File: src/rtl/issue_sched_pkg.sv
// Shared definitions for the dual-issue scheduler: instruction bus width,
// RISC-V opcode constants, scheduler state encoding and the slot payload.
package issue_sched_pkg;

  localparam int unsigned INST_W = 32;
  localparam int unsigned OPC_W  = 7;
  localparam int unsigned REG_W  = 5;

  localparam logic [OPC_W-1:0] OPC_LOAD   = 7'b0000011;
  localparam logic [OPC_W-1:0] OPC_STORE  = 7'b0100011;
  localparam logic [OPC_W-1:0] OPC_BRANCH = 7'b1100011;
  localparam logic [OPC_W-1:0] OPC_SYSTEM = 7'b1110011;
  localparam logic [OPC_W-1:0] OPC_FENCE  = 7'b0001111;

  typedef enum logic [1:0] {
    ST_IDLE  = 2'd0,
    ST_RUN   = 2'd1,
    ST_FLUSH = 2'd2
  } sched_state_t;

  // One instruction-buffer slot as seen by the scheduler.
  typedef struct packed {
    logic [INST_W-1:0] inst;
    logic              isbranch;
    logic              br_taken;
  } slot_t;

  function automatic logic is_mem(input logic [OPC_W-1:0] opc);
    return (opc == OPC_LOAD) || (opc == OPC_STORE);
  endfunction

  // Instructions that must issue alone.
  function automatic logic is_serial(input logic [OPC_W-1:0] opc);
    return (opc == OPC_SYSTEM) || (opc == OPC_FENCE);
  endfunction

endpackage

File: src/rtl/issue_pair_chk.sv
// Combinational pairing-hazard check for the two head instructions.
// Ports: slot0/slot1 - head and next-to-head slot payloads;
//        hazard_c    - 1 when slot1 must not issue together with slot0.
module issue_pair_chk
  import issue_sched_pkg::*;
(
  input  slot_t slot0,
  input  slot_t slot1,
  output logic  hazard_c
);

  logic [OPC_W-1:0] opc0;
  logic [OPC_W-1:0] opc1;
  logic [REG_W-1:0] rd0;
  logic [REG_W-1:0] rs1_1;
  logic [REG_W-1:0] rs2_1;
  logic             writes_rd0;
  logic             raw;
  logic             unused_fields;

  assign opc0  = slot0.inst[6:0];
  assign opc1  = slot1.inst[6:0];
  assign rd0   = slot0.inst[11:7];
  assign rs1_1 = slot1.inst[19:15];
  assign rs2_1 = slot1.inst[24:20];

  // Stores and branches carry no rd even though bits [11:7] are populated.
  assign writes_rd0 = (rd0 != '0) && (opc0 != OPC_STORE) && (opc0 != OPC_BRANCH);
  assign raw        = writes_rd0 && ((rd0 == rs1_1) || (rd0 == rs2_1));

  assign hazard_c = (slot0.isbranch && slot0.br_taken)
                  || (slot0.isbranch && slot1.isbranch)
                  || (is_mem(opc0) && is_mem(opc1))
                  || is_serial(opc0) || is_serial(opc1)
                  || raw;

  assign unused_fields = ^{slot0.inst[31:12], slot1.inst[14:7],
                           slot1.inst[31:25], slot1.br_taken};

endmodule

File: src/rtl/issue_sched.sv
// Dual-issue scheduler: decides how many head entries of the instruction
// buffer go to ID each cycle, handles redirect flushes and keeps
// saturating performance counters.
// Ports: clk/rst (async active-high); buf_cnt, slot0_*/slot1_* buffer view;
//        id_ready, redirect control; issue_vld, pop_num, drop_younger
//        (combinational); buf_flush, sched_state (state decode);
//        issue_cnt, dual_cnt (registered counters).
module issue_sched
  import issue_sched_pkg::*;
#(
  parameter int unsigned FLUSH_CYCLES = 1,
  parameter int unsigned CNT_W        = 32
) (
  input  logic             clk,
  input  logic             rst,
  input  logic [2:0]       buf_cnt,
  input  logic [31:0]      slot0_inst,
  input  logic [31:0]      slot1_inst,
  input  logic             slot0_isbranch,
  input  logic             slot0_br_taken,
  input  logic             slot1_isbranch,
  input  logic             slot1_br_taken,
  input  logic             id_ready,
  input  logic             redirect,
  output logic [1:0]       issue_vld,
  output logic [1:0]       pop_num,
  output logic             drop_younger,
  output logic             buf_flush,
  output logic [CNT_W-1:0] issue_cnt,
  output logic [CNT_W-1:0] dual_cnt,
  output logic [1:0]       sched_state
);

  localparam int unsigned FCNT_W = 4;
  localparam int unsigned SUM_W  = CNT_W + 1;

  sched_state_t      state, state_nxt;
  logic [FCNT_W-1:0] fcnt, fcnt_nxt;
  slot_t             slot0, slot1;
  logic              hazard_c;
  logic              issue0, issue1;
  logic              young_taken;
  logic [SUM_W-1:0]  issue_sum, dual_sum;

  assign slot0 = '{inst: slot0_inst, isbranch: slot0_isbranch, br_taken: slot0_br_taken};
  assign slot1 = '{inst: slot1_inst, isbranch: slot1_isbranch, br_taken: slot1_br_taken};

  issue_pair_chk u_pair_chk (
    .slot0    (slot0),
    .slot1    (slot1),
    .hazard_c (hazard_c)
  );

  // State and flush-counter register.
  always_ff @(posedge clk or posedge rst) begin
    if (rst) begin
      state <= ST_IDLE;
      fcnt  <= '0;
    end else begin
      state <= state_nxt;
      fcnt  <= fcnt_nxt;
    end
  end

  // Next state; redirect wins from every state, including the unused encoding.
  always_comb begin
    state_nxt = state;
    fcnt_nxt  = fcnt;
    if (redirect) begin
      state_nxt = ST_FLUSH;
      fcnt_nxt  = FCNT_W'(FLUSH_CYCLES - 1);
    end else begin
      case (state)
        ST_IDLE:  if (buf_cnt != 3'd0) state_nxt = ST_RUN;
        ST_RUN:   if (buf_cnt == 3'd0) state_nxt = ST_IDLE;
        ST_FLUSH: begin
          if (fcnt == '0) state_nxt = ST_IDLE;
          else            fcnt_nxt  = fcnt - FCNT_W'(1);
        end
        default:  state_nxt = ST_IDLE;
      endcase
    end
  end

  // Issue gating; redirect suppresses all issue in its own cycle.
  assign issue0 = (state == ST_RUN) && (buf_cnt >= 3'd1) && id_ready && !redirect;
  assign issue1 = issue0 && (buf_cnt >= 3'd2) && !hazard_c;

  assign issue_vld = {issue1, issue0};
  assign pop_num   = {1'b0, issue0} + {1'b0, issue1};

  // Only the youngest issued instruction's prediction decides the drop.
  assign young_taken  = issue1 ? (slot1_isbranch && slot1_br_taken)
                               : (slot0_isbranch && slot0_br_taken);
  assign drop_younger = issue0 && young_taken && (buf_cnt > {1'b0, pop_num});

  assign buf_flush   = (state == ST_FLUSH);
  assign sched_state = state;

  // Saturating counters: the carry-out of the widened sum selects all-ones.
  assign issue_sum = {1'b0, issue_cnt} + SUM_W'(pop_num);
  assign dual_sum  = {1'b0, dual_cnt} + SUM_W'(issue0 && issue1);

  always_ff @(posedge clk or posedge rst) begin
    if (rst) begin
      issue_cnt <= '0;
      dual_cnt  <= '0;
    end else begin
      issue_cnt <= issue_sum[CNT_W] ? '1 : issue_sum[CNT_W-1:0];
      dual_cnt  <= dual_sum[CNT_W]  ? '1 : dual_sum[CNT_W-1:0];
    end
  end

endmodule

File: config.mk
export PLATFORM = sky130hd
export DESIGN_NAME = issue_sched
export DESIGN_NICKNAME = d
export VERILOG_FILES = /design/src/rtl/issue_sched_pkg.sv /design/src/rtl/issue_pair_chk.sv /design/src/rtl/issue_sched.sv
export SDC_FILE = /design/constraint.sdc
export NUM_CORES = 1
export LEC_CHECK = 0
export CORE_ASPECT_RATIO = 1.25
export CORE_MARGIN = 2
export CORE_UTILIZATION = 46
export DETAILED_ROUTE_END_ITERATION = 12
export PLACE_DENSITY = 0.85
export SLEW_MARGIN = 20
export SYNTH_ARGS = -nofsm -noshare
export SYNTH_HDL_FRONTEND = slang
export SYNTH_HIERARCHICAL = 1
export SYNTH_SLANG_ARGS = --single-unit
File: constraint.sdc
create_clock -name clk -period 8 [get_ports clk]
set_clock_uncertainty 0.05 [all_clocks]
set_input_delay 2.4 -clock clk [delete_from_list [all_inputs] [get_ports clk]]
set_output_delay 2.4 -clock clk [all_outputs]
set_load 0.01 [all_outputs]
After elaboration in Yosys (flattened, before gate mapping)
Cells that the tools add are included.
Word-level totals
  register bits after elaboration: 70
  input bits: 75
  output and inout bits: 72
  logic and storage cells: 75
Cells by class
  add/sub/neg operators: 4
  $lt $le $gt $ge: 3
  equal/unequal tests: 18
  muxes and demuxes: 11
  reduce and logical (&&, ||, !) cells: 35
Operator list (number)
  $mux W32: 2
  $add A32 B1 Y33: 1
  $add A32 B2 Y33: 1
  $logic_and A1 B1 Y1: 15
  $eq A7 B2 Y1 const B: 2
  $eq A7 B4 Y1 const B: 2
  $eq A7 B6 Y1 const B: 2
  $eq A7 B7 Y1 const B: 2
  $mux W4: 3
  $eq A5 B5 Y1: 2
  $logic_or A1 B1 Y1: 10
  $mux W2: 4
  $ne A7 B6 Y1 const B: 1
  $ne A7 B7 Y1 const B: 1
  $ne A3 B3 Y1 const B: 2
  $pmux W2 S3: 1
  $reduce_bool A5 Y1: 1
  $logic_not A4 Y1: 1
  $sub A4 B1 Y4 const B: 1
  $ge A3 B1 Y1 const B: 1
  $ge A3 B2 Y1 const B: 1
  $gt A3 B2 Y1: 1
  $logic_not A3 Y1: 1
  $ne A3 B2 Y1 const B: 1
  other kinds (11): 12

Depth between registers and ports, before layout
  depth after elaboration: 12
  depth in mapped cells: 16
  gate-level depth less buffers: 13

By module
The synthesis kept the hierarchy.
By module, submodules not included
  issue_sched: times used 1, cells an instance 414, area each 3896.2 sq um, sequential area each 1751.7 sq um
  issue_pair_chk: times used 1, cells an instance 34, area each 234.0 sq um, sequential area each 0.0 sq um

Worst setup path after synthesis
No wires, ideal clock.
  kind: input to output
  start point: in slot0_inst[2]
  end point: out drop_younger
  data arrival time: 5.056 ns
  required time: 5.550 ns
  setup slack: 0.494 ns
  stages: 11
  buffers on the path: 0
  path through: or4_1 > or4_1 > a2111o_1 > o2111ai_1 > nor3_1 > ha_1 > ha_1 > nor2b_1 > a2bb2oi_1 > nor2_1 > a211oi_1
Between the ends
  longest elaborated chain between the ends: 12
  elaborated cells on any way between the ends: 23
  those cells by class: add/sub: 1; order compare: 1; eq/ne: 6; mux: 1; reduce/logical: 14
RTL lines
  start: declaration: RTL line issue_sched.sv:17  | input logic [31:0] slot0_inst,
  $eq A7 B2 Y1 / $eq A7 B6 Y1 (equally long branches): RTL line issue_sched_pkg.sv:29  | return (opc == OPC_LOAD) || (opc == OPC_STORE);
  $logic_or A1 B1 Y1: RTL line issue_sched_pkg.sv:29
  $logic_and A1 B1 Y1: RTL line issue_pair_chk.sv:33  | || (is_mem(opc0) && is_mem(opc1))
  $logic_or A1 B1 Y1: RTL line issue_pair_chk.sv:33
  $logic_or A1 B1 Y1 (2 in series): RTL line issue_pair_chk.sv:34  | || is_serial(opc0) || is_serial(opc1)
  $logic_or A1 B1 Y1 (*): RTL line issue_pair_chk.sv:35  | || raw;
  via hazard_c: RTL line issue_sched.sv:40  | logic hazard_c;
  $logic_not A1 Y1 (*): RTL line issue_sched.sv:87  | assign issue1 = issue0 && (buf_cnt >= 3'd2) && !hazard_c;
  $logic_and A1 B1 Y1 (*): RTL line issue_sched.sv:87
  via issue1: RTL line issue_sched.sv:41  | logic issue0, issue1;
  $add A1 B1 Y2 (*): RTL line issue_sched.sv:90  | assign pop_num = {1'b0, issue0} + {1'b0, issue1};
  via pop_num[0]: RTL line issue_sched.sv:26  | output logic [1:0] pop_num,
  $gt A3 B2 Y1 (*): RTL line issue_sched.sv:95  | assign drop_younger = issue0 && young_taken && (buf_cnt > {1'b0, pop_num});
  $logic_and A1 B1 Y1 (*): RTL line issue_sched.sv:95
  end: declaration: RTL line issue_sched.sv:27  | output logic drop_younger,
The timed path passes the listed nets; every way through them passes the cells marked *.

Worst setup path after layout
  start point: in slot0_inst[2]
  end point: out drop_younger
Between the ends
  longest elaborated chain between the ends: 12
  elaborated cells on any way between the ends: 23
  those cells by class: add/sub: 1; order compare: 1; eq/ne: 6; mux: 1; reduce/logical: 14
RTL lines (RTL line)
  $eq A7 B2 Y1 / $eq A7 B6 Y1 (equally long branches): issue_sched_pkg.sv:29
  $logic_or A1 B1 Y1: issue_sched_pkg.sv:29
  $logic_and A1 B1 Y1: issue_pair_chk.sv:33
  $logic_or A1 B1 Y1: issue_pair_chk.sv:33
  $logic_or A1 B1 Y1 (2 in series): issue_pair_chk.sv:34
  $logic_or A1 B1 Y1 (*): issue_pair_chk.sv:35
  via hazard_c: issue_sched.sv:40
  $logic_not A1 Y1 (*): issue_sched.sv:87
  $logic_and A1 B1 Y1 (*): issue_sched.sv:87
  $add A1 B1 Y2 / $mux W1 (equally long branches): issue_sched.sv:90, issue_sched.sv:93
  $gt A3 B2 Y1 / $logic_and A1 B1 Y1 (equally long branches): issue_sched.sv:95
  $logic_and A1 B1 Y1 (*): issue_sched.sv:95
Marked as above.

==> results_dict.tcl <==
set metrics [dict create \
    period_share_pct 97.3 \
    min_period_ns 7.78 \
    yosys.area.top_type "dfrtp_1" \
    cts_sinks 70 \
    rsz0062_at_grt "false" \
    place_area_sq_um 5410 \
    placed_cells 676 \
    cp-end-kind "output port" \
    fin_setup_tns_ns 0 \
    fillCellCount 687 \
    track_usage_pct 23.0 \
    cts_root_buffer "clkbuf_8" \
    insertedDiodeCount 0 \
    cts_inserted_buffers 9 \
    vias_per_cell 5.85 \
    hold_violations 0 \
    grt_pass1_wl_mm 17.9 \
    place.port_buffers 111 \
    avgRoutedWirePerCell_um 15.7 \
    fin_area_sq_um 5720 \
    hpwl_mm 7.81 \
    max_slew.worst_pin.slew_ns 1.01 \
    cp_top_family "simple AND/OR/NAND/NOR gates" \
    areaGrowthSynthToFinish_pct 38.5 \
    synth-seq-cells 70 \
    synth-seq-area-share_pct 42.4 \
    yosysMostFrequentCell "dfrtp_1" \
    multiInputGateArea_sq_um 2270 \
    ys_types 50 \
    grt_pass1_vias 3993 \
    die_x_um 88.8 \
    critical_path_class "in -> out" \
    ys_async_sr_fraction_pct 100 \
    dr.first_iter.drc_count 197 \
    design.die.area_sq_um 9760 \
    h-tree-depth 3 \
    crit_arrival_ns 5.33 \
    row_count 38 \
    critical_path.max_fanout 2 \
    maxCapViolations 0 \
    clk_pin_slew_ns 0.07 \
    holdWs_ns 0.444 \
    gp_congestion 0.882 \
    clockBufferDepth 2 \
    io_pins 147 \
    first_pass_iters 7 \
    path_buf_inv 2 \
    fin_nets 654 \
    via_count 4063 \
    ff2ff_setup_slack_ns 4.25 \
    r2r_end "issue_cnt[2]" \
    cp_num_cells 13 \
    leakagePower_nw 2.48 \
    hp-class "reg -> reg" \
    clk_latency_ns 0.35 \
    syn_area_per_cell_sq_um 9.22 \
    ant_nets 0 \
    layout-drive-gt1-share_pct 12.4 \
    wl_mm 10.9 \
    clock.fmax_mhz 129 \
    synthTopCellsByArea "dfrtp_1 (42%), nand3_1 (5.8%), xor2_1 (5.1%)" \
    reg2reg_from "sched_state[1]" \
    core_sq_um 8700 \
    synth_top_area_share_pct 42.4 \
    status "finished clean" \
    power_density_nw_per_um2 149 \
    fp.dieH_um 110 \
    relSlewSlack_pct 32.2 \
    cp_common_cell "or4_1" \
    finalSetupViolCount 0 \
    grt_max_degree 71 \
    peakVddDrop_uv 111 \
    ys_top_cells_by_count "dfrtp_1 (70), nand3_1 (48), nand2_1 (39), xor2_1 (24), nor2_1 (23)" \
    yosys_warnings 6 \
    post-place-ws_ns -0.493 \
    required_ns 5.55 \
    path_cells "dlymetal6s2s_1, or4_1, or4_1, a2111o_1, o2111ai_4, nor3_2, ha_1, ha_4, nor2b_4, a2bb2oi_2, nor2_1, a211oi_2, buf_2" \
    grt_overflow 0 \
    critPathCapture "drop_younger" \
    antenna_found_initial 0 \
    ys.flop_type "dfrtp_1" \
    syn_area_sq_um 4130 \
    critical_path.startpoint "slot0_inst[2]" \
    syn_inst 448 \
    start_util_pct 47.5 \
    hold_buffers 0 \
    worstSetupStartpointType "input port" \
    drc_errors 0 \
    reg2regPathDepth 14 \
    slowest_delay_ns 0.51 \
    drv_slew 0 \
    cts_tree "done" \
    synth-edff-count 0 \
    critPathSlowestCell "or4_1" \
    syn-num-nets 533 \
    register_area_sq_um 1750 \
    setup_ws_ns 0.218 \
    finalNonFillerCells 694 \
]
cells in the final DEF, fill, tap and decap left out, types with 19 or more instances in the layout:
cell type	netlist	routed
buf_4	2	19
nor2_1	23	23
nand2_1	39	39
or4_1	19	19
nand3_1	48	48
nand4_1	21	21
dfrtp_1	70	70
clkdlybuf4s50_1	0	106
xor2_1	24	24
final cells by class:
type,count,share of cell area [%]
multi-input combinational,341,39.8
clock buffer,9,2.16
sequential,70,30.6
clock inverter,7,1.73
tap,120,2.62
timing repair buffer,130,22.0
inverter,17,1.12
per-layer routing:
metal / part of all wire (%) / vias up / GRT usage, % / wire [um]
met4: 3.9 / 0 / 12.1 / 422
met1: 39 / 1910 / 27.4 / 4220
met2: 51 / 203 / 39.3 / 5580
li1: - / 1910 / - / -
met3: 6.1 / 40 / 3.75 / 662
met5: 0 / - / 0 / 0
power breakdown:
part           switching [mW]  internal [mW]
Sequential             0.0186          0.372
Clock                   0.140          0.176
Combinational          0.0650         0.0823
through the flow:
stage          utilization, %  total power, mW
3_3_place_gp             62.2            0.532
4_1_cts                  64.8            0.857
5_1_grt                  65.8            0.896
6_report                 65.8            0.854
2_1_floorplan               -            0.468
3_5_place_dp             62.2            0.539
logic make-up (layout without fill, tap and decap cells):
| kind of cell | Yosys count | in the layout | synth area share, % |
|---|---|---|---|
| simple gates | 230 | 230 | 31.1 |
| flops | 70 | 70 | 42.4 |
| compound gates | 61 | 61 | 10.2 |
| buf+inv | 37 | 163 | 4.12 |
| xor+xnor | 31 | 31 | 6.57 |
| fa+ha+maj | 10 | 10 | 3.21 |
| mux | 9 | 9 | 2.42 |
flip-flops by register name, summed over array words and instances, names as in the netlist:
signal,flops
fcnt,4
issue_cnt,32
sched_state,2
dual_cnt,32
worst min path at each step:
stage	from	to	slack, ns	depth (start not counted)
2_1_floorplan	fcnt[3]	fcnt[3]	0.45	2
3_3_place_gp	sched_state[1]	sched_state[0]	0.41	1
3_5_place_dp	sched_state[1]	sched_state[0]	0.42	1
4_1_cts	sched_state[1]	sched_state[0]	0.43	1
5_1_grt	sched_state[1]	sched_state[0]	0.47	1
6_report	sched_state[1]	sched_state[0]	0.44	1
timing repair:
item | CTS | global route
resized for setup | 7 | 13
pin swaps | 0 | 7
setup buffers | 0 | 2
setup endpoints to repair | 1 | 1
(Power assumes the default switching activity.)
